`src/rtl/idu_pkg.sv`:
```
// Shared types for the CU decode queue: instruction classes, ALU ops, RV32I opcodes
// and the decoded bundle that is stored per queue entry.
package idu_pkg;

    localparam int XLEN_C = 32;

    typedef enum logic [5:0] {
        INVALID = 6'd0,
        ALU_REG = 6'd1,
        ALU_IMM = 6'd2,
        LOAD    = 6'd3,
        STORE   = 6'd4,
        BRANCH  = 6'd5,
        JAL     = 6'd6,
        JALR    = 6'd7,
        LUI     = 6'd8,
        AUIPC   = 6'd9,
        FENCE   = 6'd10,
        SYSTEM  = 6'd11
    } inst_class_e;

    typedef enum logic [4:0] {
        ALU_NOP   = 5'd0,
        ALU_ADD   = 5'd1,
        ALU_SUB   = 5'd2,
        ALU_SLL   = 5'd3,
        ALU_SLT   = 5'd4,
        ALU_SLTU  = 5'd5,
        ALU_XOR   = 5'd6,
        ALU_SRL   = 5'd7,
        ALU_SRA   = 5'd8,
        ALU_OR    = 5'd9,
        ALU_AND   = 5'd10,
        ALU_PASSB = 5'd11,
        ALU_BEQ   = 5'd12,
        ALU_BNE   = 5'd13,
        ALU_BLT   = 5'd14,
        ALU_BGE   = 5'd15,
        ALU_BLTU  = 5'd16,
        ALU_BGEU  = 5'd17
    } alu_op_e;

    localparam logic [6:0] OPC_LUI    = 7'b0110111;
    localparam logic [6:0] OPC_AUIPC  = 7'b0010111;
    localparam logic [6:0] OPC_JAL    = 7'b1101111;
    localparam logic [6:0] OPC_JALR   = 7'b1100111;
    localparam logic [6:0] OPC_BRANCH = 7'b1100011;
    localparam logic [6:0] OPC_LOAD   = 7'b0000011;
    localparam logic [6:0] OPC_STORE  = 7'b0100011;
    localparam logic [6:0] OPC_OPIMM  = 7'b0010011;
    localparam logic [6:0] OPC_OP     = 7'b0110011;
    localparam logic [6:0] OPC_FENCE  = 7'b0001111;
    localparam logic [6:0] OPC_SYSTEM = 7'b1110011;

    typedef struct packed {
        inst_class_e        cls;
        alu_op_e            alu_op;
        logic [XLEN_C-1:0]  imm;
        logic [4:0]         rd;
        logic [4:0]         rs1;
        logic [4:0]         rs2;
        logic [4:0]         shamt;
        logic [XLEN_C-1:0]  pc;
        logic               invalid;
    } decoded_t;

    function automatic logic [XLEN_C-1:0] sext12(input logic [11:0] v);
        return {{(XLEN_C-12){v[11]}}, v};
    endfunction

endpackage

```
`src/rtl/cu_id_queue_chk.sv`:
```
// Handshake protocol checks for the decode queue: producers hold payload while stalled,
// and the head entry stays put while the CU has not taken it.
module cu_id_queue_chk #(
    parameter int XLEN = 32
)(
    input logic            soc_clk,
    input logic            reset,
    input logic            fetch_valid,
    input logic            fetch_ready,
    input logic            flush,
    input logic            issue_valid,
    input logic            issue_ready,
    input logic [XLEN-1:0] instr,
    input logic [XLEN-1:0] instr_pc,
    input logic [XLEN-1:0] issue_pc
);

    property p_fetch_hold;
        @(posedge soc_clk) disable iff (!reset)
            (fetch_valid && !fetch_ready && !flush) |=>
                (fetch_valid && $stable(instr) && $stable(instr_pc));
    endproperty

    property p_head_hold;
        @(posedge soc_clk) disable iff (!reset)
            (issue_valid && !issue_ready && !flush) |=> $stable(issue_pc);
    endproperty

    a_fetch_hold: assert property (p_fetch_hold);
    a_head_hold:  assert property (p_head_hold);

endmodule

```
`src/rtl/idu_decode_comb.sv`:
```
// Purely combinational RV32I decoder: raw word + PC -> decoded_t bundle.
// Fields a format does not use are driven to zero; failed decodes keep only the PC.
module idu_decode_comb
    import idu_pkg::*;
(
    input  logic [XLEN_C-1:0] i_instr,
    input  logic [XLEN_C-1:0] i_pc,
    output decoded_t          o_dec
);

    logic [6:0]        w_opcode;
    logic [2:0]        w_funct3;
    logic [6:0]        w_funct7;
    logic [4:0]        w_rd;
    logic [4:0]        w_rs1;
    logic [4:0]        w_rs2;
    logic [XLEN_C-1:0] w_imm_i;
    logic [XLEN_C-1:0] w_imm_s;
    logic [XLEN_C-1:0] w_imm_b;
    logic [XLEN_C-1:0] w_imm_u;
    logic [XLEN_C-1:0] w_imm_j;
    decoded_t          w_dec;
    logic              w_bad;

    assign w_opcode = i_instr[6:0];
    assign w_funct3 = i_instr[14:12];
    assign w_funct7 = i_instr[31:25];
    assign w_rd     = i_instr[11:7];
    assign w_rs1    = i_instr[19:15];
    assign w_rs2    = i_instr[24:20];
    assign w_imm_i  = sext12(i_instr[31:20]);
    assign w_imm_s  = sext12({i_instr[31:25], i_instr[11:7]});
    assign w_imm_b  = {{19{i_instr[31]}}, i_instr[31], i_instr[7], i_instr[30:25], i_instr[11:8], 1'b0};
    assign w_imm_u  = {i_instr[31:12], 12'h000};
    assign w_imm_j  = {{11{i_instr[31]}}, i_instr[31], i_instr[19:12], i_instr[20], i_instr[30:21], 1'b0};

    // Opcode/funct decode into class, ALU op, operands and immediate
    always_comb begin
        w_dec        = '0;
        w_dec.cls    = INVALID;
        w_dec.alu_op = ALU_NOP;
        w_bad        = 1'b0;
        case (w_opcode)
            OPC_LUI: begin
                w_dec.cls = LUI;  w_dec.alu_op = ALU_PASSB; w_dec.imm = w_imm_u; w_dec.rd = w_rd;
            end
            OPC_AUIPC: begin
                w_dec.cls = AUIPC; w_dec.alu_op = ALU_ADD; w_dec.imm = w_imm_u; w_dec.rd = w_rd;
            end
            OPC_JAL: begin
                w_dec.cls = JAL;  w_dec.alu_op = ALU_ADD; w_dec.imm = w_imm_j; w_dec.rd = w_rd;
            end
            OPC_JALR: begin
                w_dec.cls = JALR; w_dec.alu_op = ALU_ADD; w_dec.imm = w_imm_i;
                w_dec.rd  = w_rd; w_dec.rs1 = w_rs1;
                w_bad     = (w_funct3 != 3'd0);
            end
            OPC_BRANCH: begin
                w_dec.cls = BRANCH; w_dec.imm = w_imm_b; w_dec.rs1 = w_rs1; w_dec.rs2 = w_rs2;
                case (w_funct3)
                    3'd0:    w_dec.alu_op = ALU_BEQ;
                    3'd1:    w_dec.alu_op = ALU_BNE;
                    3'd4:    w_dec.alu_op = ALU_BLT;
                    3'd5:    w_dec.alu_op = ALU_BGE;
                    3'd6:    w_dec.alu_op = ALU_BLTU;
                    3'd7:    w_dec.alu_op = ALU_BGEU;
                    default: w_bad = 1'b1;
                endcase
            end
            OPC_LOAD: begin
                w_dec.cls = LOAD; w_dec.alu_op = ALU_ADD; w_dec.imm = w_imm_i;
                w_dec.rd  = w_rd; w_dec.rs1 = w_rs1;
                w_bad     = (w_funct3 == 3'd3) || (w_funct3 == 3'd6) || (w_funct3 == 3'd7);
            end
            OPC_STORE: begin
                w_dec.cls = STORE; w_dec.alu_op = ALU_ADD; w_dec.imm = w_imm_s;
                w_dec.rs1 = w_rs1; w_dec.rs2 = w_rs2;
                w_bad     = (w_funct3 > 3'd2);
            end
            OPC_OPIMM: begin
                w_dec.cls = ALU_IMM; w_dec.imm = w_imm_i; w_dec.rd = w_rd; w_dec.rs1 = w_rs1;
                case (w_funct3)
                    3'd0: w_dec.alu_op = ALU_ADD;
                    3'd2: w_dec.alu_op = ALU_SLT;
                    3'd3: w_dec.alu_op = ALU_SLTU;
                    3'd4: w_dec.alu_op = ALU_XOR;
                    3'd6: w_dec.alu_op = ALU_OR;
                    3'd7: w_dec.alu_op = ALU_AND;
                    3'd1: begin
                        w_dec.alu_op = ALU_SLL;
                        w_dec.shamt  = w_rs2;
                        w_bad        = (w_funct7 != 7'h00);
                    end
                    3'd5: begin
                        w_dec.alu_op = (w_funct7 == 7'h20) ? ALU_SRA : ALU_SRL;
                        w_dec.shamt  = w_rs2;
                        w_bad        = (w_funct7 != 7'h00) && (w_funct7 != 7'h20);
                    end
                    default: w_bad = 1'b1;
                endcase
            end
            OPC_OP: begin
                w_dec.cls = ALU_REG; w_dec.rd = w_rd; w_dec.rs1 = w_rs1; w_dec.rs2 = w_rs2;
                case ({w_funct7, w_funct3})
                    {7'h00, 3'd0}: w_dec.alu_op = ALU_ADD;
                    {7'h20, 3'd0}: w_dec.alu_op = ALU_SUB;
                    {7'h00, 3'd1}: w_dec.alu_op = ALU_SLL;
                    {7'h00, 3'd2}: w_dec.alu_op = ALU_SLT;
                    {7'h00, 3'd3}: w_dec.alu_op = ALU_SLTU;
                    {7'h00, 3'd4}: w_dec.alu_op = ALU_XOR;
                    {7'h00, 3'd5}: w_dec.alu_op = ALU_SRL;
                    {7'h20, 3'd5}: w_dec.alu_op = ALU_SRA;
                    {7'h00, 3'd6}: w_dec.alu_op = ALU_OR;
                    {7'h00, 3'd7}: w_dec.alu_op = ALU_AND;
                    default:       w_bad = 1'b1;
                endcase
            end
            OPC_FENCE: begin
                w_dec.cls = FENCE;
                w_bad     = (w_funct3 != 3'd0);
            end
            OPC_SYSTEM: begin
                w_dec.cls = SYSTEM;
                w_bad     = (i_instr != 32'h0000_0073) && (i_instr != 32'h0010_0073);
            end
            default: w_bad = 1'b1;
        endcase
    end

    // Failed decodes collapse to a clean INVALID bundle so the CU can trap on it
    always_comb begin
        if (w_bad) begin
            o_dec         = '0;
            o_dec.cls     = INVALID;
            o_dec.alu_op  = ALU_NOP;
            o_dec.pc      = i_pc;
            o_dec.invalid = 1'b1;
        end else begin
            o_dec    = w_dec;
            o_dec.pc = i_pc;
        end
    end

endmodule

```
`src/rtl/cu_id_queue.sv`:
```
// Decode stage queue: decodes fetched words on entry and buffers the bundles in a
// DEPTH-entry FIFO with valid/ready on both sides, flush on redirect and occupancy output.
module cu_id_queue
    import idu_pkg::*;
#(
    parameter int DEPTH = 4,
    parameter int XLEN  = 32
)(
    input  logic                   soc_clk,
    input  logic                   reset,
    input  logic                   fetch_valid,
    output logic                   fetch_ready,
    input  logic [XLEN-1:0]        instr,
    input  logic [XLEN-1:0]        instr_pc,
    input  logic                   flush,
    input  logic                   IDU_stall,
    output logic                   issue_valid,
    input  logic                   issue_ready,
    output logic [5:0]             Instruction_to_CU,
    output logic [4:0]             Instruction_to_ALU,
    output logic [XLEN-1:0]        imm,
    output logic [4:0]             rd,
    output logic [4:0]             rs1,
    output logic [4:0]             rs2,
    output logic [4:0]             shamt,
    output logic [XLEN-1:0]        issue_pc,
    output logic [XLEN-1:0]        pc_increment,
    output logic                   invalid_instruction,
    output logic [$clog2(DEPTH):0] occupancy
);

    // DEPTH must be a power of two so the pointers wrap for free; XLEN is fixed at 32
    localparam int PTR_W = $clog2(DEPTH);
    localparam int CNT_W = PTR_W + 1;

    decoded_t           r_mem [DEPTH];
    logic [PTR_W-1:0]   r_wr_ptr;
    logic [PTR_W-1:0]   r_rd_ptr;
    logic [CNT_W-1:0]   r_count;

    decoded_t           w_dec;
    decoded_t           w_head;
    logic               w_nonempty;
    logic               w_not_full;
    logic               w_push;
    logic               w_pop;

    idu_decode_comb u_decode (
        .i_instr (instr),
        .i_pc    (instr_pc),
        .o_dec   (w_dec)
    );

    assign w_nonempty  = (r_count != CNT_W'(0));
    assign w_not_full  = (r_count < CNT_W'(DEPTH));
    assign issue_valid = w_nonempty & ~IDU_stall & ~flush;
    assign w_pop       = issue_valid & issue_ready;
    // Gating with reset keeps fetch stalled while the queue is held in reset
    assign fetch_ready = reset & ~flush & (w_not_full | w_pop);
    assign w_push      = fetch_valid & fetch_ready;

    // Pointer and occupancy bookkeeping; flush empties the queue at the next edge
    always_ff @(posedge soc_clk or negedge reset) begin
        if (!reset) begin
            r_wr_ptr <= '0;
            r_rd_ptr <= '0;
            r_count  <= '0;
        end else if (flush) begin
            r_wr_ptr <= '0;
            r_rd_ptr <= '0;
            r_count  <= '0;
        end else begin
            if (w_push) begin
                r_wr_ptr <= r_wr_ptr + PTR_W'(1);
            end
            if (w_pop) begin
                r_rd_ptr <= r_rd_ptr + PTR_W'(1);
            end
            case ({w_push, w_pop})
                2'b10:   r_count <= r_count + CNT_W'(1);
                2'b01:   r_count <= r_count - CNT_W'(1);
                default: r_count <= r_count;
            endcase
        end
    end

    // Entry storage, written only on an accepted push
    always_ff @(posedge soc_clk) begin
        if (w_push) begin
            r_mem[r_wr_ptr] <= w_dec;
        end
    end

    // Head selection; an empty queue presents zeros rather than stale storage
    always_comb begin
        if (w_nonempty) begin
            w_head = r_mem[r_rd_ptr];
        end else begin
            w_head = '0;
        end
    end

    assign Instruction_to_CU   = w_head.cls;
    assign Instruction_to_ALU  = w_head.alu_op;
    assign imm                 = w_head.imm;
    assign rd                  = w_head.rd;
    assign rs1                 = w_head.rs1;
    assign rs2                 = w_head.rs2;
    assign shamt               = w_head.shamt;
    assign issue_pc            = w_head.pc;
    assign invalid_instruction = w_head.invalid;
    assign pc_increment        = XLEN'(4);
    assign occupancy           = r_count;

    cu_id_queue_chk #(.XLEN(XLEN)) u_chk (
        .soc_clk     (soc_clk),
        .reset       (reset),
        .fetch_valid (fetch_valid),
        .fetch_ready (fetch_ready),
        .flush       (flush),
        .issue_valid (issue_valid),
        .issue_ready (issue_ready),
        .instr       (instr),
        .instr_pc    (instr_pc),
        .issue_pc    (issue_pc)
    );

endmodule

```
`config.mk`:
```
export PLATFORM = sky130hd
export DESIGN_NAME = cu_id_queue
export DESIGN_NICKNAME = d
export VERILOG_FILES = /design/src/rtl/idu_pkg.sv /design/src/rtl/cu_id_queue_chk.sv /design/src/rtl/idu_decode_comb.sv /design/src/rtl/cu_id_queue.sv
export SDC_FILE = /design/constraint.sdc
export NUM_CORES = 1
export LEC_CHECK = 0
export CAP_MARGIN = 20
export CORE_MARGIN = 2
export CORE_UTILIZATION = 52
export CTS_BUF_LIST = sky130_fd_sc_hd__clkbuf_2 sky130_fd_sc_hd__clkbuf_4 sky130_fd_sc_hd__clkbuf_8
export DETAILED_ROUTE_END_ITERATION = 6
export MAX_ROUTING_LAYER = met4
export PLACE_DENSITY = 0.85
export SLEW_MARGIN = 20
export SYNTH_ARGS = -nofsm -noshare
export SYNTH_HDL_FRONTEND = slang
export SYNTH_SLANG_ARGS = --single-unit
```
`constraint.sdc`:
```
create_clock -name soc_clk -period 4 [get_ports soc_clk]
set_input_delay 0.8 -clock soc_clk [delete_from_list [all_inputs] [get_ports soc_clk]]
set_output_delay 0.8 -clock soc_clk [all_outputs]
set_load 0.05 [all_outputs]
```
After elaboration in Yosys (flattened, before gate mapping)
Memory sizes are Yosys's and may differ from the RTL's.
Cells that the tools add are included.

storage, ports and cells
  register bits = 7
  memory bits (writable) = 376
  output and inout port bits = 133
  memories kept = 1
  input bits = 70

operators by class
  equality and inequality tests = 33
  bitwise logic cells = 9
  add/sub/neg operators = 4
  muxes and demuxes = 26
  order comparisons = 2
  reductions and logical operators = 23

memories
  memory  words  width  read ports  clocked after Yosys merged registers in  wr ports  RTL line           RTL
  r_mem   4      94     1           0                                        1         cu_id_queue.sv:36  decoded_t r_mem [DEPTH];

operators by type and width
  operator              number
  $pmux 32 s5           1
  $mux 96               1
  $mux 94               1
  $pmux 4 s11           1
  $eq 10x3->1 const B   4
  $pmux 4 s10           1
  $pmux 5 s8            1
  $ne 32x21->1 const B  1
  $ne 32x7->1 const B   1
  $pmux 5 s6            1
  $eq 7x6->1 const B    4
  $eq 7x7->1 const B    4
  $mux 5                5
  $pmux 5 s5            1
  $eq 10x2->1 const B   2
  $eq 10x9->1 const B   2
  $eq 7x5->1 const B    2
  $eq 3x3->1 const B    4
  $reduce_or 6->1       2
  $eq 10x1->1 const B   1
  $logic_not 10->1      1
  $reduce_or 10->1      1
  $reduce_bool 3->1     3
  $reduce_or 3->1       3
  30 further kinds      49

Depth between registers and ports, before layout
  depth after elaboration = 10
  mapped depth = 9

Cells and area by module
From an unflattened synthesis, not the netlist that was laid out.

second synthesis, totals
  cells, all modules = 995
  area total of the unflattened synthesis = 17005.1 um^2

by module, submodules not included
  module           area an instance (um^2)  times used  sequential area each (um^2)  cells each
  cu_id_queue      15213.3                  1           11706.2                      692
  idu_decode_comb  1791.7                   1           0.0                          303

Least setup slack after synthesis
OpenSTA, ideal clock, no wires.

  path kind = input port to flip-flop
  from = in flush
  to = mem r_mem[0][0] (netlist bit) (enable)
  buffers on the path = 1
  stages = 5
  path slack = -1.446 ns
  data required time = 3.537 ns
  arrival time = 4.983 ns
  cells stage by stage = buf_1 -> nor3_1 -> nand2_1 -> a21oi_1 -> and2_1

on the way
  cells in the longest elaborated chain, start to end = 8
  elaborated cells on any way between the ends = 9
  classes of those cells = 2 x mux; 7 x bitwise

RTL lines
  what                          RTL line           RTL
  start, declared               cu_id_queue.sv:15  input logic flush,
  $not 1->1                     cu_id_queue.sv:56  assign issue_valid = w_nonempty & ~IDU_stall & ~flush;
  $and 1x1->1                   cu_id_queue.sv:56
  named net issue_valid         cu_id_queue.sv:17  output logic issue_valid,
  $and 1x1->1                   cu_id_queue.sv:57  assign w_pop = issue_valid & issue_ready;
  $or 1x1->1                    cu_id_queue.sv:59  assign fetch_ready = reset & ~flush & (w_not_full | w_pop);
  $and 1x1->1                   cu_id_queue.sv:59
  $and 1x1->1                   cu_id_queue.sv:60  assign w_push = fetch_valid & fetch_ready;
  $mux 1                        cu_id_queue.sv:89  if (w_push) begin
  $mux 1 (implied by the code)  cu_id_queue.sv:90  r_mem[r_wr_ptr] <= w_dec;
  end, declared                 cu_id_queue.sv:36

The timed path passes the listed nets, and every way through them passes these cells.

Worst setup path after layout
  from = reg r_rd_ptr[0]
  to = out imm[14]

on the way
  cells in the longest elaborated chain, start to end = 2

RTL lines
  what                    RTL line           RTL
  start, declared         cu_id_queue.sv:38  logic [PTR_W-1:0] r_rd_ptr;
  start signal, assigned  cu_id_queue.sv:77  r_rd_ptr <= r_rd_ptr + PTR_W'(1);
  $mem_v2 4x94            n/a
  $mux 96                 cu_id_queue.sv:96  if (w_nonempty) begin
  end, declared           cu_id_queue.sv:21  output logic [XLEN-1:0] imm,

No other way between the ends.

==> flow_metrics.env <==
export IMPL_synthAdderAreaFrac=0.004339
export IMPL_worst_pin_slew_ps=973.2
export IMPL_ctsHoldBuffers=0
export IMPL_cp_required_ps=3200
export IMPL_cts_buffers_inserted=57
export IMPL_hold_viol=0
export IMPL_seq_area_frac_synth=0.7100
export IMPL_skew_ps=37.81
export IMPL_synth_async_reset_ratio=0.01828
export IMPL_cts_sinks=383
export IMPL_die_y_um=180.2
export IMPL_antenna_cells=0
export IMPL_io_pins=203
export IMPL_drc=0
export IMPL_core_area_sq_um=30590
export IMPL_antenna_left=0
export IMPL_clk_path_buf_depth=3
export IMPL_gp_congestion=0.9772
export IMPL_grt_max_degree=67
export IMPL_crit_path_max_fanout=28
export IMPL_p_leak_nw=6.568
export IMPL_drv_cap=0
export IMPL_path_class="reg -> out"
export IMPL_io_buffers=168
export IMPL_nets=1200
export IMPL_startpoint_type="flop"
export IMPL_synth_seq_cells=383
export IMPL_fmax_ghz=0.2604
export IMPL_first_iter_violations=946
export IMPL_antenna_found_initial=1
export IMPL_cp_data_arrival_time_ps=3040
export IMPL_drv_slew=0
export IMPL_synth_cell_types=60
export IMPL_layout_drive_gt1_share=0.2128
export IMPL_hold_slack_ps=488.3
export IMPL_grt_pass1_vias=9262
export IMPL_muxShareOfSynthArea=0.1336
export IMPL_cts_max_level=2
export IMPL_avgSynthCellArea_sq_um=17.79
export IMPL_r2r_start="occupancy[0]$_DFFE_PN0P_"
export IMPL_viasPerCell=5.782
export IMPL_area_growth_pct=21.38
export IMPL_synth_top_family_by_area="multiplexers"
export IMPL_die_w_um=180.2
export IMPL_dieArea_sq_um=32480
export IMPL_grt_usage=0.2228
export IMPL_cts_root_buffer="clkbuf_8"
export IMPL_path_clk_slew_ps=60
export IMPL_r2r_end="r_mem[2][85]$_DFFE_PP_"
export IMPL_clock_latency_ps=600
export IMPL_synth_warnings=0
export IMPL_hold_path_class="in -> async"
export IMPL_initial_core_util=0.5279
export IMPL_relSlewSlack=0.3452
export IMPL_grt_pass1_wl_um=53660
export IMPL_power_density_nw_per_um2=457.2
export IMPL_seq_area_sq_um=11470
export IMPL_rsz0062_at_grt="false"
export IMPL_num_vias=9054
export IMPL_synth_edf_count=376
export IMPL_rrSetupSlack_ps=1020
export IMPL_period_minus_slack_ps=3841
export IMPL_fill_cells=2111
export IMPL_peakVddDrop_mv=0.2862
export IMPL_multiInputGateArea_sq_um=4329
export IMPL_first_pass_iters=5
export IMPL_rows=64
export IMPL_final_area_sq_um=19600
export IMPL_r2r_cells=7
export IMPL_cts_tree="yes"
export IMPL_period_share=0.9602
export IMPL_dpl_hpwl_um=22730
export IMPL_ys_flop_type="edfxtp_1"
export IMPL_synth_cells=908
export IMPL_routed_wirelength_um=35230
export IMPL_status="finished clean"
export IMPL_grt_overflow=0
export IMPL_synth_xor_area_share=0.001627
export IMPL_finalSetupViolations=0
export IMPL_synth_area_sq_um=16150
export IMPL_wl_per_cell_um=22.50
export IMPL_synth_compound_area_frac=0.03270
export IMPL_place_area_sq_um=18450
export IMPL_fin_util=0.6408
export IMPL_endpoint_kind="output port"
export IMPL_synth_simple_area_share=0.08654
==> routing by layer <==
metal  vias up  routed length (um)  GRT usage
li1       3954                   -          -
met2       443               17850     0.3672
met4         0                 760    0.05806
met1      4592               13700     0.2829
met3        65                2925    0.05012
met5         -                   0          -
==> timing repair <==
item                       4_1_cts  5_1_grt
gates resized for setup          0        1
buffers inserted                 1        0
setup endpoints to repair       25        1
==> cell usage in the layout (no fill, tap or decap), types with 6 or more instances in the layout <==
| master | count |
|---|---|
| a211oi_1 | 6 |
| a21oi_1 | 24 |
| a21oi_2 | 9 |
| and3_1 | 30 |
| buf_12 | 11 |
| buf_4 | 29 |
| clkbuf_4 | 24 |
| clkbuf_8 | 58 |
| clkdlybuf4s50_1 | 166 |
| clkinv_1 | 14 |
| conb_1 | 34 |
| edfxtp_1 | 376 |
| inv_1 | 9 |
| mux4_2 | 94 |
| nand2_1 | 37 |
| nand2b_1 | 7 |
| nor2_1 | 34 |
| nor2b_1 | 97 |
| nor4_1 | 6 |
| o21ai_0 | 9 |
==> cells in the mapped netlist, drive strengths merged (2+ instances only) <==
cell type / count / share of area
edfxtp: 376 / 0.70
nor2b: 97 / 0.038
mux4: 94 / 0.13
buf: 48 / 0.020
nand2: 37 / 0.0086
clkbuf: 34 / 0.0079
nor2: 34 / 0.0079
a21oi: 33 / 0.012
and3: 30 / 0.012
o21ai: 12 / 0.0037
inv: 11 / 0.0026
nor4: 8 / 0.0040
and2: 7 / 0.0027
dfrtp: 7 / 0.011
nand2b: 7 / 0.0027
a211oi: 6 / 0.0028
nor3: 6 / 0.0026
a22oi: 5 / 0.0023
nand3: 5 / 0.0015
nand3b: 5 / 0.0023
ha: 4 / 0.0031
a31oi: 3 / 0.0012
mux2i: 3 / 0.0019
a211o: 2 / 0.0011
a21boi: 2 / 0.00093
a21o: 2 / 0.00093
a221oi: 2 / 0.0015
conb: 2 / 0.00047
o22ai: 2 / 0.00077
or3: 2 / 0.00077
or3b: 2 / 0.0011
xnor2: 2 / 0.0011
==> kinds of logic (layout without fill, tap and decap cells) <==
logic type / count (synthesis) / count (layout)
xor+xnor: 3 / 3
mux: 98 / 98
compound gates: 79 / 79
other cells: 2 / 34
simple gates: 245 / 245
fa+ha+maj: 5 / 5
flops: 383 / 383
buf+inv: 93 / 323
==> state kept, by name, indices dropped and copies added, names as in the netlist <==
name	count
occupancy	3
r_wr_ptr	2
r_mem	376
r_rd_ptr	2
==> worst max-delay path, cell delays in order (launching register included) <==
cell	delay [ps]
dfrtp_4	620
buf_12	290
mux4_2	600
nor2b_1	170
clkdlybuf4s50_1	730
==> metrics by stage <==
stage	setup slack, ps	power (mW)	TNS, ps	std cells
global placement	362.9	5.950	0	1461
finish	159.3	8.962	0	1566
global route	15.94	9.273	0	1566
detailed placement	387.6	5.967	0	1461
floorplan	-423.0	5.475	-159040	940
CTS	71.07	9.048	0	1566
==> worst max-delay path by stage <==
stage                             endpoint  cells after the start               startpoint  slack (ps)
floorplan            r_mem[0][0]$_DFFE_PP_                      5                    flush        -420
global placement    r_mem[0][60]$_DFFE_PP_                      8                instr[21]         360
detailed placement  r_mem[2][60]$_DFFE_PP_                      8                instr[21]         390
CTS                                imm[10]                      4  r_rd_ptr[0]$_DFFE_PN0P_          70
global route                       imm[14]                      4  r_rd_ptr[0]$_DFFE_PN0P_          20
finish                             imm[14]                      4  r_rd_ptr[0]$_DFFE_PN0P_         160
==> area by class of cell <==
class,instances,area share
well taps,396,0.02528
multi-input cells,464,0.2209
clock buffers,82,0.04992
clock inverters,22,0.007979
flip-flops and latches,383,0.5853
inverters,11,0.002106
repair buffers,208,0.1085
==> where the power goes <==
part,internal (mW),switching [mW]
sequential,4.42,0.0263
clock,1.70,1.39
combinational,0.476,0.956
Note: power is estimated with default switching activity, not from simulation.
